--- src/rtl/led_pkg.sv ---
// Shared types and constants for the LED event scheduler.
package led_pkg;

  localparam int unsigned TCNT_W   = 16;
  localparam int unsigned TCNT_MAX = 65535;
  localparam int unsigned N_EV     = 3;
  localparam int unsigned N_LED    = 3;
  localparam int unsigned N_COL    = 3;

  // Colour bit positions inside one LED's RGB drive vector
  localparam int unsigned COL_R = 0;
  localparam int unsigned COL_G = 1;
  localparam int unsigned COL_B = 2;

  // Sequencer states
  typedef logic [1:0] state_t;
  localparam state_t ST_IDLE = 2'd0;
  localparam state_t ST_SHOW = 2'd1;
  localparam state_t ST_GAP  = 2'd2;
  localparam state_t ST_DONE = 2'd3;

  // Event type codes double as pending-slot indices
  typedef enum logic [1:0] {
    EV_PICK  = 2'd0,
    EV_DROP  = 2'd1,
    EV_FAULT = 2'd2
  } ev_t;

  // Unit codes map one-to-one onto LED1..LED3
  typedef logic [1:0] unit_t;
  localparam unit_t UNIT_EU   = 2'd0;
  localparam unit_t UNIT_CU   = 2'd1;
  localparam unit_t UNIT_RU   = 2'd2;
  localparam unit_t UNIT_NONE = 2'd3;

  // One pending slot per event type
  typedef struct packed {
    logic  valid;
    unit_t unit;
  } pend_t;

  // RGB mask for an event type: fault=blue, drop=green, pick=red
  function automatic logic [N_COL-1:0] ev_colour(input ev_t ev);
    logic [N_COL-1:0] c;
    c = '0;
    case (ev)
      EV_FAULT: c[COL_B] = 1'b1;
      EV_DROP:  c[COL_G] = 1'b1;
      default:  c[COL_R] = 1'b1;
    endcase
    return c;
  endfunction

endpackage

--- src/rtl/led_tick_gen.sv ---
// Free-running prescaler: one-cycle tick every TICK_DIV clocks.
module led_tick_gen
  import led_pkg::*;
#(
  parameter int unsigned TICK_DIV = 3125
) (
  input  logic clk,
  input  logic rst_n,
  output logic tick
);

  logic [TCNT_W-1:0] cnt_q;
  logic              wrap;

  assign wrap = (cnt_q == TCNT_W'(TICK_DIV - 1));

  // Count 0..TICK_DIV-1 and flag the wrap with a registered pulse
  always_ff @(posedge clk or negedge rst_n) begin
    if (!rst_n) begin
      cnt_q <= '0;
      tick  <= 1'b0;
    end else if (wrap) begin
      cnt_q <= '0;
      tick  <= 1'b1;
    end else begin
      cnt_q <= cnt_q + TCNT_W'(1);
      tick  <= 1'b0;
    end
  end

endmodule

--- src/rtl/led_event_scheduler.sv ---
// Queues pick/drop/fault/run-complete events and sequences them onto three RGB LEDs.
module led_event_scheduler
  import led_pkg::*;
#(
  parameter int unsigned TICK_DIV = 3125,
  parameter int unsigned HOLD_MS  = 1000,
  parameter int unsigned GAP_MS   = 100,
  parameter int unsigned BLINK_MS = 500
) (
  input  logic       clk_3125KHz,
  input  logic       rst_n,
  input  logic [1:0] unit_sel,
  input  logic       block_picked,
  input  logic       object_drop,
  input  logic       fault_detect,
  input  logic       run_complete,
  output logic       led1_R1,
  output logic       led1_G1,
  output logic       led1_B1,
  output logic       led2_R2,
  output logic       led2_G2,
  output logic       led2_B2,
  output logic       led3_R3,
  output logic       led3_G3,
  output logic       led3_B3,
  output logic       busy,
  output logic       ev_start,
  output logic       overrun
);

  // Tick counter is 16 bits, so every timing parameter must fit
  if (TICK_DIV < 1 || TICK_DIV > TCNT_MAX || HOLD_MS < 1 || HOLD_MS > TCNT_MAX ||
      GAP_MS < 1 || GAP_MS > TCNT_MAX || BLINK_MS < 1 || BLINK_MS > TCNT_MAX) begin : g_bad_param
    $error("led_event_scheduler: timing parameters must be in 1..65535");
  end

  state_t                       state_q, state_d;
  pend_t     [N_EV-1:0]         pend_q, pend_d;
  logic                         done_q, done_d;
  ev_t                          cur_ev_q, cur_ev_d;
  unit_t                        cur_unit_q, cur_unit_d;
  logic      [TCNT_W-1:0]       tcnt_q, tcnt_d, tcnt_inc;
  logic                         blink_q, blink_d;
  logic                         overrun_d;
  logic                         busy_d, ev_start_d;
  logic      [N_LED-1:0][N_COL-1:0] leds_q, leds_d;

  logic                         tick;
  logic                         grant;
  logic                         any_pend;
  ev_t                          gnt_ev;
  logic      [N_EV-1:0]         ev_pulse;
  logic      [N_COL-1:0]        colour;

  led_tick_gen #(
    .TICK_DIV (TICK_DIV)
  ) u_tick (
    .clk   (clk_3125KHz),
    .rst_n (rst_n),
    .tick  (tick)
  );

  assign ev_pulse = {fault_detect, object_drop, block_picked};
  assign tcnt_inc = tcnt_q + TCNT_W'(1);
  assign any_pend = pend_q[EV_FAULT].valid | pend_q[EV_DROP].valid | pend_q[EV_PICK].valid;

  // Highest-priority pending event (fault > drop > pick)
  always_comb begin
    gnt_ev = EV_PICK;
    if (pend_q[EV_FAULT].valid)     gnt_ev = EV_FAULT;
    else if (pend_q[EV_DROP].valid) gnt_ev = EV_DROP;
  end

  // Sequencer next state, pending bookkeeping and registered-output decode
  always_comb begin
    state_d    = state_q;
    pend_d     = pend_q;
    done_d     = done_q;
    cur_ev_d   = cur_ev_q;
    cur_unit_d = cur_unit_q;
    tcnt_d     = tcnt_q;
    blink_d    = blink_q;
    overrun_d  = overrun;
    grant      = 1'b0;
    leds_d     = '0;
    colour     = '0;

    case (state_q)
      ST_IDLE: begin
        if (done_q) begin
          state_d = ST_DONE;
          tcnt_d  = '0;
          blink_d = 1'b1;
        end else if (any_pend) begin
          grant = 1'b1;
        end
      end
      ST_SHOW: begin
        if (tick) begin
          if (tcnt_inc == TCNT_W'(HOLD_MS)) begin
            state_d = ST_GAP;
            tcnt_d  = '0;
          end else begin
            tcnt_d = tcnt_inc;
          end
        end
      end
      ST_GAP: begin
        if (tick) begin
          if (tcnt_inc == TCNT_W'(GAP_MS)) begin
            tcnt_d = '0;
            if (done_q) begin
              state_d = ST_DONE;
              blink_d = 1'b1;
            end else if (any_pend) begin
              grant = 1'b1;
            end else begin
              state_d = ST_IDLE;
            end
          end else begin
            tcnt_d = tcnt_inc;
          end
        end
      end
      default: begin
        if (tick) begin
          if (tcnt_inc == TCNT_W'(BLINK_MS)) begin
            blink_d = ~blink_q;
            tcnt_d  = '0;
          end else begin
            tcnt_d = tcnt_inc;
          end
        end
      end
    endcase

    // Grant: move the winner from its pending slot into the display latch
    if (grant) begin
      state_d                = ST_SHOW;
      tcnt_d                 = '0;
      cur_ev_d               = gnt_ev;
      cur_unit_d             = pend_q[gnt_ev].unit;
      pend_d[gnt_ev].valid   = 1'b0;
    end

    // Event capture; a new pulse beats a same-cycle grant-clear
    if (state_q != ST_DONE) begin
      if (run_complete) done_d = 1'b1;
      for (int t = 0; t < N_EV; t++) begin
        if (ev_pulse[t] && (unit_sel != UNIT_NONE)) begin
          if (pend_q[t].valid && !(grant && (int'(gnt_ev) == t))) overrun_d = 1'b1;
          pend_d[t].valid = 1'b1;
          pend_d[t].unit  = unit_sel;
        end
      end
    end

    // LED drive for the state being entered
    if (state_d == ST_SHOW) begin
      colour = ev_colour(cur_ev_d);
      case (cur_unit_d)
        UNIT_EU: leds_d[0] = colour;
        UNIT_CU: leds_d[1] = colour;
        UNIT_RU: leds_d[2] = colour;
        default: ;
      endcase
    end else if (state_d == ST_DONE) begin
      for (int u = 0; u < N_LED; u++) leds_d[u][COL_G] = blink_d;
    end

    busy_d     = (state_d == ST_SHOW) || (state_d == ST_GAP);
    ev_start_d = grant;
  end

  // State and output registers
  always_ff @(posedge clk_3125KHz or negedge rst_n) begin
    if (!rst_n) begin
      state_q    <= ST_IDLE;
      pend_q     <= '0;
      done_q     <= 1'b0;
      cur_ev_q   <= EV_PICK;
      cur_unit_q <= UNIT_EU;
      tcnt_q     <= '0;
      blink_q    <= 1'b0;
      leds_q     <= '0;
      busy       <= 1'b0;
      ev_start   <= 1'b0;
      overrun    <= 1'b0;
    end else begin
      state_q    <= state_d;
      pend_q     <= pend_d;
      done_q     <= done_d;
      cur_ev_q   <= cur_ev_d;
      cur_unit_q <= cur_unit_d;
      tcnt_q     <= tcnt_d;
      blink_q    <= blink_d;
      leds_q     <= leds_d;
      busy       <= busy_d;
      ev_start   <= ev_start_d;
      overrun    <= overrun_d;
    end
  end

  assign led1_R1 = leds_q[0][COL_R];
  assign led1_G1 = leds_q[0][COL_G];
  assign led1_B1 = leds_q[0][COL_B];
  assign led2_R2 = leds_q[1][COL_R];
  assign led2_G2 = leds_q[1][COL_G];
  assign led2_B2 = leds_q[1][COL_B];
  assign led3_R3 = leds_q[2][COL_R];
  assign led3_G3 = leds_q[2][COL_G];
  assign led3_B3 = leds_q[2][COL_B];

endmodule

--- config.mk ---
export PLATFORM = sky130hd
export DESIGN_NAME = led_event_scheduler
export DESIGN_NICKNAME = d
export VERILOG_FILES = /design/src/rtl/led_pkg.sv /design/src/rtl/led_tick_gen.sv /design/src/rtl/led_event_scheduler.sv
export SDC_FILE = /design/constraint.sdc
export NUM_CORES = 1
export LEC_CHECK = 0
export ABC_AREA = 1
export CORE_ASPECT_RATIO = 0.75
export CORE_MARGIN = 4
export CORE_UTILIZATION = 45
export DETAILED_ROUTE_END_ITERATION = 8
export MAX_ROUTING_LAYER = met4
export PLACE_DENSITY = 0.73
export SYNTH_ARGS = -nofsm -noshare
export SYNTH_HDL_FRONTEND = slang
export SYNTH_HIERARCHICAL = 1
export SYNTH_SLANG_ARGS = --single-unit
--- constraint.sdc ---
create_clock -name clk_3125KHz -period 6 [get_ports clk_3125KHz]
set_input_delay 1.8 -clock clk_3125KHz [delete_from_list [all_inputs] [get_ports clk_3125KHz]]
set_output_delay 1.8 -clock clk_3125KHz [all_outputs]
set_load 0.005 [all_outputs]
==> results.sh, run 1 <==
export IMPL_ys_dominant_reg_cell="dfrtp_1"
export IMPL_endpoint_kind="output port"
export IMPL_fp_dieH_um=86.3
export IMPL_rr_startpoint="tcnt_q[1]$_DFFE_PN0P_"
export IMPL_synthXorXnorAreaFrac=0.0191
export IMPL_place_congestion=0.872
export IMPL_cp_num_buf_inv=1
export IMPL_slowest_delay_ns=0.51
export IMPL_synth_area_leaders="dfrtp_1 42%, nand2_1 14%, nor2_1 8.1%"
export IMPL_placed_cell_area_mm2=0.00396
export IMPL_yosysMostFrequentCell="nand2_1"
export IMPL_reg2reg_slack_ns=3.10
export IMPL_drive_gt1_frac=0.0857
export IMPL_hp_class="register to register"
export IMPL_fmax_mhz=334
export IMPL_die_w_um=112
export IMPL_synth_top_area_cell="dfrtp_1"
export IMPL_antennaDiodeCount=0
export IMPL_postCtsResizedCells=0
export IMPL_fin_setup_tns_ns=0
export IMPL_synth_common_cells="136 x nand2_1, 79 x nor2_1, 70 x inv_1"
export IMPL_status="complete, no violations"
export IMPL_power_total_mw=0.796
export IMPL_dp_hpwl_mm=6.04
export IMPL_via_per_inst=5.08
export IMPL_leakage_nw=2.04
export IMPL_grt_met2_usage=0.271
export IMPL_final_cell_area_mm2=0.00415
export IMPL_async_flop_share=1.00
export IMPL_antenna_found_initial=0
export IMPL_yosysUniqueCellTypes=32
export IMPL_r2r_worst_path_cells=18
export IMPL_ys_warn_count=6
export IMPL_initial_core_util=0.464
export IMPL_irDropWorstVdd_v=0.0000845
export IMPL_root_buffer="clkbuf_8"
export IMPL_fin_nets=547
export IMPL_synthSimpleGateAreaFrac=0.392
export IMPL_met1_usage=0.260
export IMPL_cap_violations=0
export IMPL_tightest_slew_ns=0.780
export IMPL_synth_compound_gate_area_share=0.0572
export IMPL_r2r_end="led3_G3$_DFF_PN0_"
export IMPL_wl_per_cell_um=12.5
export IMPL_min_to="u_tick/cnt_q[0]$_DFF_PN0_"
export IMPL_cp_top_family="buffers and inverters"
export IMPL_finalCritPeriodShare=0.498
export IMPL_worstSetupPathType="register to output port"
export IMPL_rsz0062_at_grt="no"
export IMPL_synth_area_mm2=0.00367
export IMPL_grt_pass1_wl_mm=14.3
export IMPL_vias=3260
export IMPL_synth_top_family_by_area="simple AND/OR/NAND/NOR gates"
export IMPL_hold_start="u_tick/cnt_q[0]$_DFF_PN0_"
export IMPL_synthAdderAreaFrac=0.0238
export IMPL_top_usage_layer="met2"
export IMPL_ant_nets=0
export IMPL_holdPathStages=1
export IMPL_timing_final_hold_violations=0
export IMPL_path_cells="clkdlybuf4s50_1"
export IMPL_firstDrtPassIters=5
export IMPL_htree_levels=3
export IMPL_worstSetupStartpointType="register"
export IMPL_post_cts_buffers=0
export IMPL_required_ns=4.20
export IMPL_critPathArrivalTime_ns=1.19
export IMPL_synth_seq_cells=62
export IMPL_cts_sinks=62
export IMPL_yosysSeqAreaShare=0.422
export IMPL_drt_initial_drc_count=191
export IMPL_io_pins=20
export IMPL_slew_viol_final=0
export IMPL_syn_area_per_cell_um2=7.25
export IMPL_drc_errors=0
export IMPL_syn_inst=507
export IMPL_cts_hold_buffers=0
export IMPL_synth_nets=522
export IMPL_met3_usage=0.0433
export IMPL_maxSlewHeadroom=0.480
export IMPL_grt_pass1_vias=3127
export IMPL_cts_tree="yes"
export IMPL_cp_slowest_cell="clkdlybuf4s50_1"
export IMPL_grt_max_degree=63
export IMPL_cts_made_buffers=9
export IMPL_clock_path_buffers=2
export IMPL_grt_ovfl_total=0
export IMPL_synth_top_cell_area_share=0.422
export IMPL_wirelength_mm=8.02
export IMPL_core_mm2=0.00792
export IMPL_io_buffer_count=19
export IMPL_post_route_util=0.524
export IMPL_power_density_mw_per_mm2=192
export IMPL_die_area_mm2=0.00969
export IMPL_critPathMaxFanout=1
export IMPL_period_needed_ns=2.99
export IMPL_skew_ns=0.0123
export IMPL_rows=28
export IMPL_path_clk_slew_ns=0.07
export IMPL_synth_enable_flop_cells=0
export IMPL_grt_util_all_layers=0.186
export IMPL_insertion_delay_ns=0.34
export IMPL_finalSetupViolCount=0
export IMPL_muxShareOfSynthArea=0.00306
export IMPL_syn_to_final_growth_pct=12.9
kinds of logic (layout without fill, tap and decap cells):
| kind of cell | Yosys count | in the layout |
|---|---|---|
| simple gates | 317 | 317 |
| buf+inv | 77 | 107 |
| flops | 62 | 62 |
| compound gates | 35 | 35 |
| xor+xnor | 8 | 8 |
| fa+ha+maj | 7 | 7 |
| mux | 1 | 1 |
power by group:
part	internal [mW]	switching, mW	total [mW]
sequential	0.420	0.00124	0.421
clock	0.191	0.167	0.358
combinational	0.00588	0.0109	0.0168
total	0.617	0.179	0.796
registers in the layout (all words and copies together) (netlist names), 2 cells and up:
signal and count:
cur_ev_q 2, cur_unit_q 2, pend_q 9, state_q 2
tcnt_q 16, u_tick/cnt_q 16
routing by layer:
metal	share of wire	vias up
met5	0	-
met4	0.010	0
met3	0.060	8
met2	0.42	89
met1	0.51	1500
li1	-	1663
cell type report:
type                    count  area, um2
clock buffers              10        128
well taps                 105        131
clock inverters             6       62.6
fillers                   781       3770
inverters                  71        267
repair buffers             20        193
flip-flops and latches     62       1550
multi-input cells         368       1820
metrics by stage:
step | std cells | setup slack, ns | hold slack, ns
6_report | 642 | 3.01 | 0.500
5_1_grt | 642 | 2.72 | 0.529
4_1_cts | 642 | 2.99 | 0.506
3_5_place_dp | 626 | 2.96 | 0.484
3_3_place_gp | 626 | 3.00 | 0.478
2_1_floorplan | 507 | 3.57 | 0.449
cells in the final DEF, fill, tap and decap left out, types with 6 or more instances in the layout:
cell             synthesis  routed
o21ai_0                 15      15
nand3_1                 51      51
ha_1                     7       7
nor2_1                  79      79
clkbuf_8                 0       9
xor2_1                   6       6
nand2_1                136     136
clkdlybuf4s50_1          0      18
inv_1                   70      70
nor2_4                   6       6
nand2_2                  9       9
dfrtp_1                 62      62
nand4_1                 18      18
how the worst max path moves through the flow:
stage / start / to / slack (ns) / cells past startpoint
after floorplan: unit_sel[1] / pend_q[0]$_DFFE_PN0P_ / 3.57 / 3
after global placement: unit_sel[0] / overrun$_DFFE_PN0N_ / 3.00 / 8
after detailed placement: unit_sel[0] / overrun$_DFFE_PN0N_ / 2.96 / 8
after CTS: ev_start$_DFF_PN0_ / ev_start / 2.99 / 1
after global routing: tcnt_q[0]$_DFFE_PN0P_ / led3_G3$_DFF_PN0_ / 2.72 / 18
final: ev_start$_DFF_PN0_ / ev_start / 3.01 / 1
Note: power is estimated with default switching activity, not from simulation.
==> run 2, diff against run 1 <==
--- a/config.mk
+++ b/config.mk
@@ -11,7 +11,7 @@
 export CORE_UTILIZATION = 45
 export DETAILED_ROUTE_END_ITERATION = 8
 export MAX_ROUTING_LAYER = met4
-export PLACE_DENSITY = 0.73
+export PLACE_DENSITY = 0.75
 export SYNTH_ARGS = -nofsm -noshare
 export SYNTH_HDL_FRONTEND = slang
 export SYNTH_HIERARCHICAL = 1
==> constraint.sdc (replaced) <==
create_clock -name clk_3125KHz -period 2.4 [get_ports clk_3125KHz]
set_input_delay 0.72 -clock clk_3125KHz [delete_from_list [all_inputs] [get_ports clk_3125KHz]]
set_output_delay 0.72 -clock clk_3125KHz [all_outputs]
set_load 0.005 [all_outputs]
==> results.sh, run 2 (synthesis gave the netlist of run 1 again) <==
export IMPL_status="finished, violations left"
export IMPL_violations="negative setup slack"
export IMPL_drt_initial_drc_count=253
export IMPL_fin_nets=592
export IMPL_leakage_nw=2.30
export IMPL_cts_hold_buffers=0
export IMPL_final_common_cell="nand2_1"
export IMPL_path_cells="buf_6, nand2_4, nor2_4, nand2_4, nand2_2, nand2_2, nor2_1, nand3b_1, nor2_2, nand3_4, nand2_4, inv_4, nand4_1, ha_2, inv_2, nor2_4, nand3_2, nand2_1"
export IMPL_slowest_delay_ns=0.42
export IMPL_grt_max_degree=41
export IMPL_post_route_util=0.599
export IMPL_die_w_um=112
export IMPL_cts_sinks=62
export IMPL_r2r_worst_path_cells=18
export IMPL_layout_common_cells="120 x nand2_1, 70 x nor2_1, 64 x inv_1"
export IMPL_hp_class="input pin to asynchronous set/reset pin"
export IMPL_switchingPower_mw=0.457
export IMPL_required_ns=2.68
export IMPL_maxSlewHeadroom=0.636
export IMPL_syn_to_final_growth_pct=29.1
export IMPL_htree_levels=3
export IMPL_root_buffer="clkbuf_8"
export IMPL_critPathArrivalTime_ns=2.90
export IMPL_tightest_slew_ns=0.545
export IMPL_slew_viol_final=0
export IMPL_grt_pass1_wl_mm=15.2
export IMPL_crit_top_cell="nand2_4"
export IMPL_rsz0062_at_grt="yes"
export IMPL_core_mm2=0.00792
export IMPL_critPathMaxFanout=8
export IMPL_via_per_inst=5.06
export IMPL_grt_ovfl_total=0
export IMPL_initial_core_util=0.464
export IMPL_cap_violations=0
export IMPL_power_total_mw=1.93
export IMPL_worstSetupPathType="register to register"
export IMPL_cp_slowest_cell="dfrtp_2"
export IMPL_fp_dieH_um=86.3
export IMPL_place_congestion=0.968
export IMPL_p_int_mw=1.47
export IMPL_cp_num_buf_inv=3
export IMPL_finalCritPeriodShare=1.09
export IMPL_die_area_mm2=0.00969
export IMPL_swShare=0.237
export IMPL_path_clk_slew_ns=0.07
export IMPL_reg_top3="tcnt_q: 16 flops, u_tick/cnt_q: 16 flops, pend_q: 9 flops"
export IMPL_vias=3479
export IMPL_irDropWorstVdd_v=0.000210
export IMPL_io_buffer_count=19
export IMPL_dp_cells=659
export IMPL_fmax_mhz=381
export IMPL_timing_final_hold_violations=0
export IMPL_power_frac_comb=0.024
export IMPL_cp_top_family="simple AND/OR/NAND/NOR gates"
export IMPL_ant_nets=0
export IMPL_power_density_mw_per_mm2=406
export IMPL_finalSetupViolCount=10
export IMPL_cp_depth=18
export IMPL_antennaDiodeCount=0
export IMPL_n_fill_cell=697
export IMPL_p_clk_frac=0.430
export IMPL_antenna_found_initial=0
export IMPL_stdcell_count=687
export IMPL_wirelength_mm=9.09
export IMPL_grt_util_all_layers=0.199
export IMPL_seqPwrFrac=0.546
export IMPL_cts_made_buffers=9
export IMPL_grt_pass1_vias=3299
export IMPL_rows=28
export IMPL_place_ws_ns=-0.253
export IMPL_skew_ns=0.00560
export IMPL_endpoint_kind="register"
export IMPL_io_pins=20
export IMPL_worstSetupStartpointType="register"
export IMPL_dp_hpwl_mm=6.43
export IMPL_drive_gt1_frac=0.242
export IMPL_clock_path_buffers=2
export IMPL_cts_tree="yes"
export IMPL_setup_ws_ns=-0.224
export IMPL_wl_per_cell_um=13.2
export IMPL_insertion_delay_ns=0.34
export IMPL_drc_errors=0
export IMPL_firstDrtPassIters=5
export IMPL_period_needed_ns=2.62
-- run 2: cell count changes in the layout (fill, tap and decap cells not counted), moves of 4 or more --
cell	before	now
nand2_1	136	120
inv_2	1	6
ha_1	7	3
nor2_4	6	12
nand2_2	9	23
inv_1	70	64
nor2_1	79	70
nand3_1	51	41
buf_6	0	6
nor2_2	5	9
nand3_2	2	11
buf_4	1	37
-- run 2: stage by stage --
step | hold slack [ns] | setup TNS (ns) | cell area, um2
after floorplan | 0.424 | 0 | 3670
after global placement | 0.468 | -0.813 | 4230
after detailed placement | 0.474 | -1.58 | 4230
after CTS | 0.369 | -0.237 | 4580
after global routing | 0.384 | -4.35 | 4740
final | 0.356 | -1.39 | 4740
-- run 2: power groups by stage --
stage	clock network [mW]	registers (mW)	logic, mW
6_report	0.829	1.05	0.0457
5_1_grt	0.902	1.05	0.0528
4_1_cts	0.844	1.05	0.0479
3_5_place_dp	0	1.07	0.0480
3_3_place_gp	0	1.07	0.0464
2_1_floorplan	0	1.07	0.00818
-- run 2: final cells by class --
class	instances	area, um2	share of cell area
inverters	71	269	0.0567
clock inverters	5	33.8	0.00712
multi-input cells	369	2040	0.431
well taps	105	131	0.0277
repair buffers	64	571	0.120
clock buffers	11	141	0.0298
flip-flops and latches	62	1550	0.328
-- run 2: layer usage --
metal | GRT usage | part of all wire | vias up
met5 | - | 0 | -
met2 | 0.302 | 0.45 | 108
met3 | 0.0412 | 0.051 | 17
met1 | 0.272 | 0.48 | 1597
li1 | - | - | 1757
met4 | 0.0622 | 0.017 | 0
-- run 2: worst paths after layout --
kind                                            from                         end  slack [ns]
min                                            rst_n  u_tick/cnt_q[15]$_DFF_PN0_        0.36
max in group asynchronous                      rst_n       tcnt_q[2]$_DFFE_PN0P_        1.43
max                            tcnt_q[1]$_DFFE_PN0P_           led3_G3$_DFF_PN0_       -0.22
min in group clk_3125KHz   u_tick/cnt_q[0]$_DFF_PN0_   u_tick/cnt_q[0]$_DFF_PN0_        0.49
min reg2reg                u_tick/cnt_q[0]$_DFF_PN0_   u_tick/cnt_q[0]$_DFF_PN0_        0.49
max reg2reg                    tcnt_q[1]$_DFFE_PN0P_           led3_G3$_DFF_PN0_       -0.22
-- run 2: repair_timing --
| action | CTS | global route |
|---|---|---|
| gates resized for setup | 36 | 38 |
| gates cloned | 1 | 1 |
| setup endpoints to repair | 15 | 30 |
| hold endpoints to repair | 0 | 0 |
| pin swaps | 28 | 26 |
| setup buffers | 7 | 5 |
-- run 2: worst reg2reg max path: stages (launching register included) --
cell and delay (ns):
dfrtp_2 0.42, buf_6 0.12, nand2_4 0.05, nor2_4 0.26
nand2_4 0.14, nand2_2 0.09, nand2_2 0.06, nor2_1 0.11
nand3b_1 0.12, nor2_2 0.18, nand3_4 0.11, nand2_4 0.10
inv_4 0.05, nand4_1 0.18, ha_2 0.22, inv_2 0.04
nor2_4 0.10, nand3_2 0.12, nand2_1 0.10
==> run 3, diff against run 2 <==
--- a/config.mk
+++ b/config.mk
@@ -8,10 +8,11 @@
 export ABC_AREA = 1
 export CORE_ASPECT_RATIO = 0.75
 export CORE_MARGIN = 4
-export CORE_UTILIZATION = 45
+export CORE_UTILIZATION = 28
 export DETAILED_ROUTE_END_ITERATION = 8
 export MAX_ROUTING_LAYER = met4
-export PLACE_DENSITY = 0.75
+export PLACE_DENSITY = 0.55
+export RECOVER_POWER = 25
 export SYNTH_ARGS = -nofsm -noshare
 export SYNTH_HDL_FRONTEND = slang
 export SYNTH_HIERARCHICAL = 1
==> constraint.sdc (replaced) <==
create_clock -name clk_3125KHz -period 2.4 [get_ports clk_3125KHz]
set_input_delay 0.48 -clock clk_3125KHz [delete_from_list [all_inputs] [get_ports clk_3125KHz]]
set_output_delay 0.48 -clock clk_3125KHz [all_outputs]
set_load 0.005 [all_outputs]
==> results.sh, run 3 (synthesis gave the netlist of run 1 again) <==
export IMPL_status="finished, violations left"
export IMPL_violations="max-capacitance violations, max-slew violations, negative setup slack"
export IMPL_hold_ws_ns=0.491
export IMPL_cts_sinks=62
export IMPL_swShare=0.212
export IMPL_root_buffer="clkbuf_16"
export IMPL_seqPwrFrac=0.439
export IMPL_fp_dieH_um=107
export IMPL_rr_startpoint="tcnt_q[1]$_DFFE_PN0P_"
export IMPL_maxSlewHeadroom=-0.0464
export IMPL_fmax_mhz=399
export IMPL_reg_top3="tcnt_q: 16 flops, u_tick/cnt_q: 16 flops, pend_q: 9 flops"
export IMPL_io_buffer_count=19
export IMPL_place_congestion=0.888
export IMPL_layout_common_cells="130 x nand2_1, 74 x nor2_1, 64 x inv_1"
export IMPL_p_clk_frac=0.544
export IMPL_worstSetupPathType="register to register"
export IMPL_antenna_found_initial=0
export IMPL_top_usage_layer="met2"
export IMPL_switchingPower_mw=0.511
export IMPL_finalCritPeriodShare=1.04
export IMPL_via_per_inst=4.70
export IMPL_core_mm2=0.0126
export IMPL_die_w_um=140
export IMPL_drive_gt1_frac=0.213
export IMPL_slowest_delay_ns=0.42
export IMPL_clock_path_buffers=2
export IMPL_power_density_mw_per_mm2=489
export IMPL_wl_per_cell_um=12.9
export IMPL_skew_ns=0.00596
export IMPL_ant_nets=0
export IMPL_cp_top_family="simple AND/OR/NAND/NOR gates"
export IMPL_tightest_slew_ns=1.57
export IMPL_wirelength_mm=9.71
export IMPL_drt_initial_drc_count=261
export IMPL_htree_levels=3
export IMPL_required_ns=2.62
export IMPL_holdPathStages=1
export IMPL_n_fill_cell=1256
export IMPL_drc_errors=0
export IMPL_power_frac_comb=0.018
export IMPL_syn_to_final_growth_pct=33.7
export IMPL_endpoint_kind="register"
export IMPL_final_common_cell="nand2_1"
export IMPL_cp_num_buf_inv=2
export IMPL_cts_made_buffers=9
export IMPL_cp_slowest_cell="dfrtp_1"
export IMPL_timing_final_hold_violations=0
export IMPL_crit_path_start="tcnt_q[1]$_DFFE_PN0P_"
export IMPL_grt_ovfl_total=0
export IMPL_path_cells="buf_6, nand2_4, nor2_4, nand2_4, o21ai_4, nand3_2, nor2_4, nand3_2, o21ai_2, nand4_1, ha_4, nand2_2, inv_2, nand3_1, nand2_1"
export IMPL_worstSetupStartpointType="register"
export IMPL_leakage_nw=2.38
export IMPL_vias=3533
export IMPL_p_int_mw=1.89
export IMPL_placed_cell_area_mm2=0.00435
export IMPL_fin_nets=597
export IMPL_cts_tree="yes"
export IMPL_firstDrtPassIters=5
export IMPL_critPathMaxFanout=8
export IMPL_final_cell_area_mm2=0.00491
export IMPL_grt_met2_usage=0.202
export IMPL_initial_core_util=0.292
export IMPL_r2r_end="led3_G3$_DFF_PN0_"
export IMPL_dp_cells=725
export IMPL_r2r_worst_path_cells=15
export IMPL_grt_max_degree=63
export IMPL_irDropWorstVdd_v=0.000334
export IMPL_finalSetupViolCount=14
export IMPL_rsz0062_at_grt="yes"
export IMPL_cap_violations=1
export IMPL_setup_ws_ns=-0.106
export IMPL_stdcell_count=752
export IMPL_grt_util_all_layers=0.133
export IMPL_cts_hold_buffers=0
export IMPL_multi_input_area_mm2=0.00197
export IMPL_met3_usage=0.0343
export IMPL_met1_usage=0.179
export IMPL_grt_pass1_vias=3278
export IMPL_grt_pass1_wl_mm=15.7
export IMPL_insertion_delay_ns=0.33
export IMPL_dp_hpwl_mm=6.59
export IMPL_critPathArrivalTime_ns=2.73
export IMPL_rows=35
export IMPL_die_area_mm2=0.0150
export IMPL_path_clk_slew_ns=0.06
export IMPL_antennaDiodeCount=0
export IMPL_period_needed_ns=2.51
export IMPL_critPathCapture="led3_G3$_DFF_PN0_"
export IMPL_reg2reg_slack_ns=-0.11
export IMPL_slew_viol_final=63
export IMPL_cp_depth=15
export IMPL_hp_class="register to register"
export IMPL_io_pins=20
export IMPL_register_area_mm2=0.00155
==> run 3: cell types whose count changed in the layout (fill, tap and decap cells not counted), sizes merged <==
cell | previous run | this run
buf | 46 | 48
clkbuf | 11 | 13
bufinv | 0 | 1
clkinv | 2 | 1
==> run 3: power groups by stage <==
stage               Combinational [mW]  Clock, mW  Sequential (mW)
floorplan                      0.00818          0             1.07
global placement                0.0478          0             1.07
detailed placement              0.0489          0             1.07
CTS                             0.0493       1.34             1.05
global route                    0.0501       1.39             1.05
finish                          0.0428       1.31             1.05
==> run 3: how the worst min path moves through the flow <==
stage	startpoint	slack [ns]	end
after floorplan	rst_n	0.18	blink_q$_DFF_PN0_
after global placement	pend_q[6]$_DFFE_PN0P_	0.47	pend_q[6]$_DFFE_PN0P_
after detailed placement	u_tick/cnt_q[0]$_DFF_PN0_	0.48	u_tick/cnt_q[0]$_DFF_PN0_
after CTS	rst_n	0.18	ev_start$_DFF_PN0_
after global routing	u_tick/cnt_q[0]$_DFF_PN0_	0.52	u_tick/cnt_q[0]$_DFF_PN0_
final	u_tick/cnt_q[0]$_DFF_PN0_	0.49	u_tick/cnt_q[0]$_DFF_PN0_
==> run 3: repair_timing <==
item                                    in CTS  in global routing
setup buffers                                8                  0
pin swaps                                   12                  7
gates cloned                                 1                  3
resized for setup                           26                 25
endpoints found under the setup margin      10                 28
==> run 3: layer usage <==
metal | vias to the layer above | wire (um)
met5 | - | 0
met4 | 0 | 84
met3 | 6 | 614
met2 | 103 | 4330
met1 | 1658 | 4680
li1 | 1766 | -
==> run 3: stage by stage <==
| step | total power [mW] | utilization | setup WS [ns] | setup TNS (ns) |
|---|---|---|---|---|
| floorplan | 1.08 | - | 0.0442 | 0 |
| global placement | 1.12 | 0.346 | -0.140 | -0.899 |
| detailed placement | 1.12 | 0.346 | -0.230 | -1.56 |
| CTS | 2.45 | 0.381 | -0.0427 | -0.287 |
| global route | 2.50 | 0.391 | -0.294 | -4.31 |
| finish | 2.40 | 0.391 | -0.106 | -0.784 |
==> run 3: cell type report <==
class / count / area share
clock inverter: 5 / 0.0120
sequential: 62 / 0.316
multi-input combinational: 369 / 0.401
inverter: 71 / 0.0542
timing repair buffer: 69 / 0.126
tap: 166 / 0.0423
clock buffer: 10 / 0.0486
==> run 3: worst register-to-register path: stages (launching register included) <==
cell	delay [ns]
dfrtp_1	0.42
buf_6	0.14
nand2_4	0.05
nor2_4	0.22
nand2_4	0.12
o21ai_4	0.18
nand3_2	0.12
nor2_4	0.19
nand3_2	0.13
o21ai_2	0.13
nand4_1	0.22
ha_4	0.27
nand2_2	0.06
inv_2	0.04
nand3_1	0.08
nand2_1	0.05
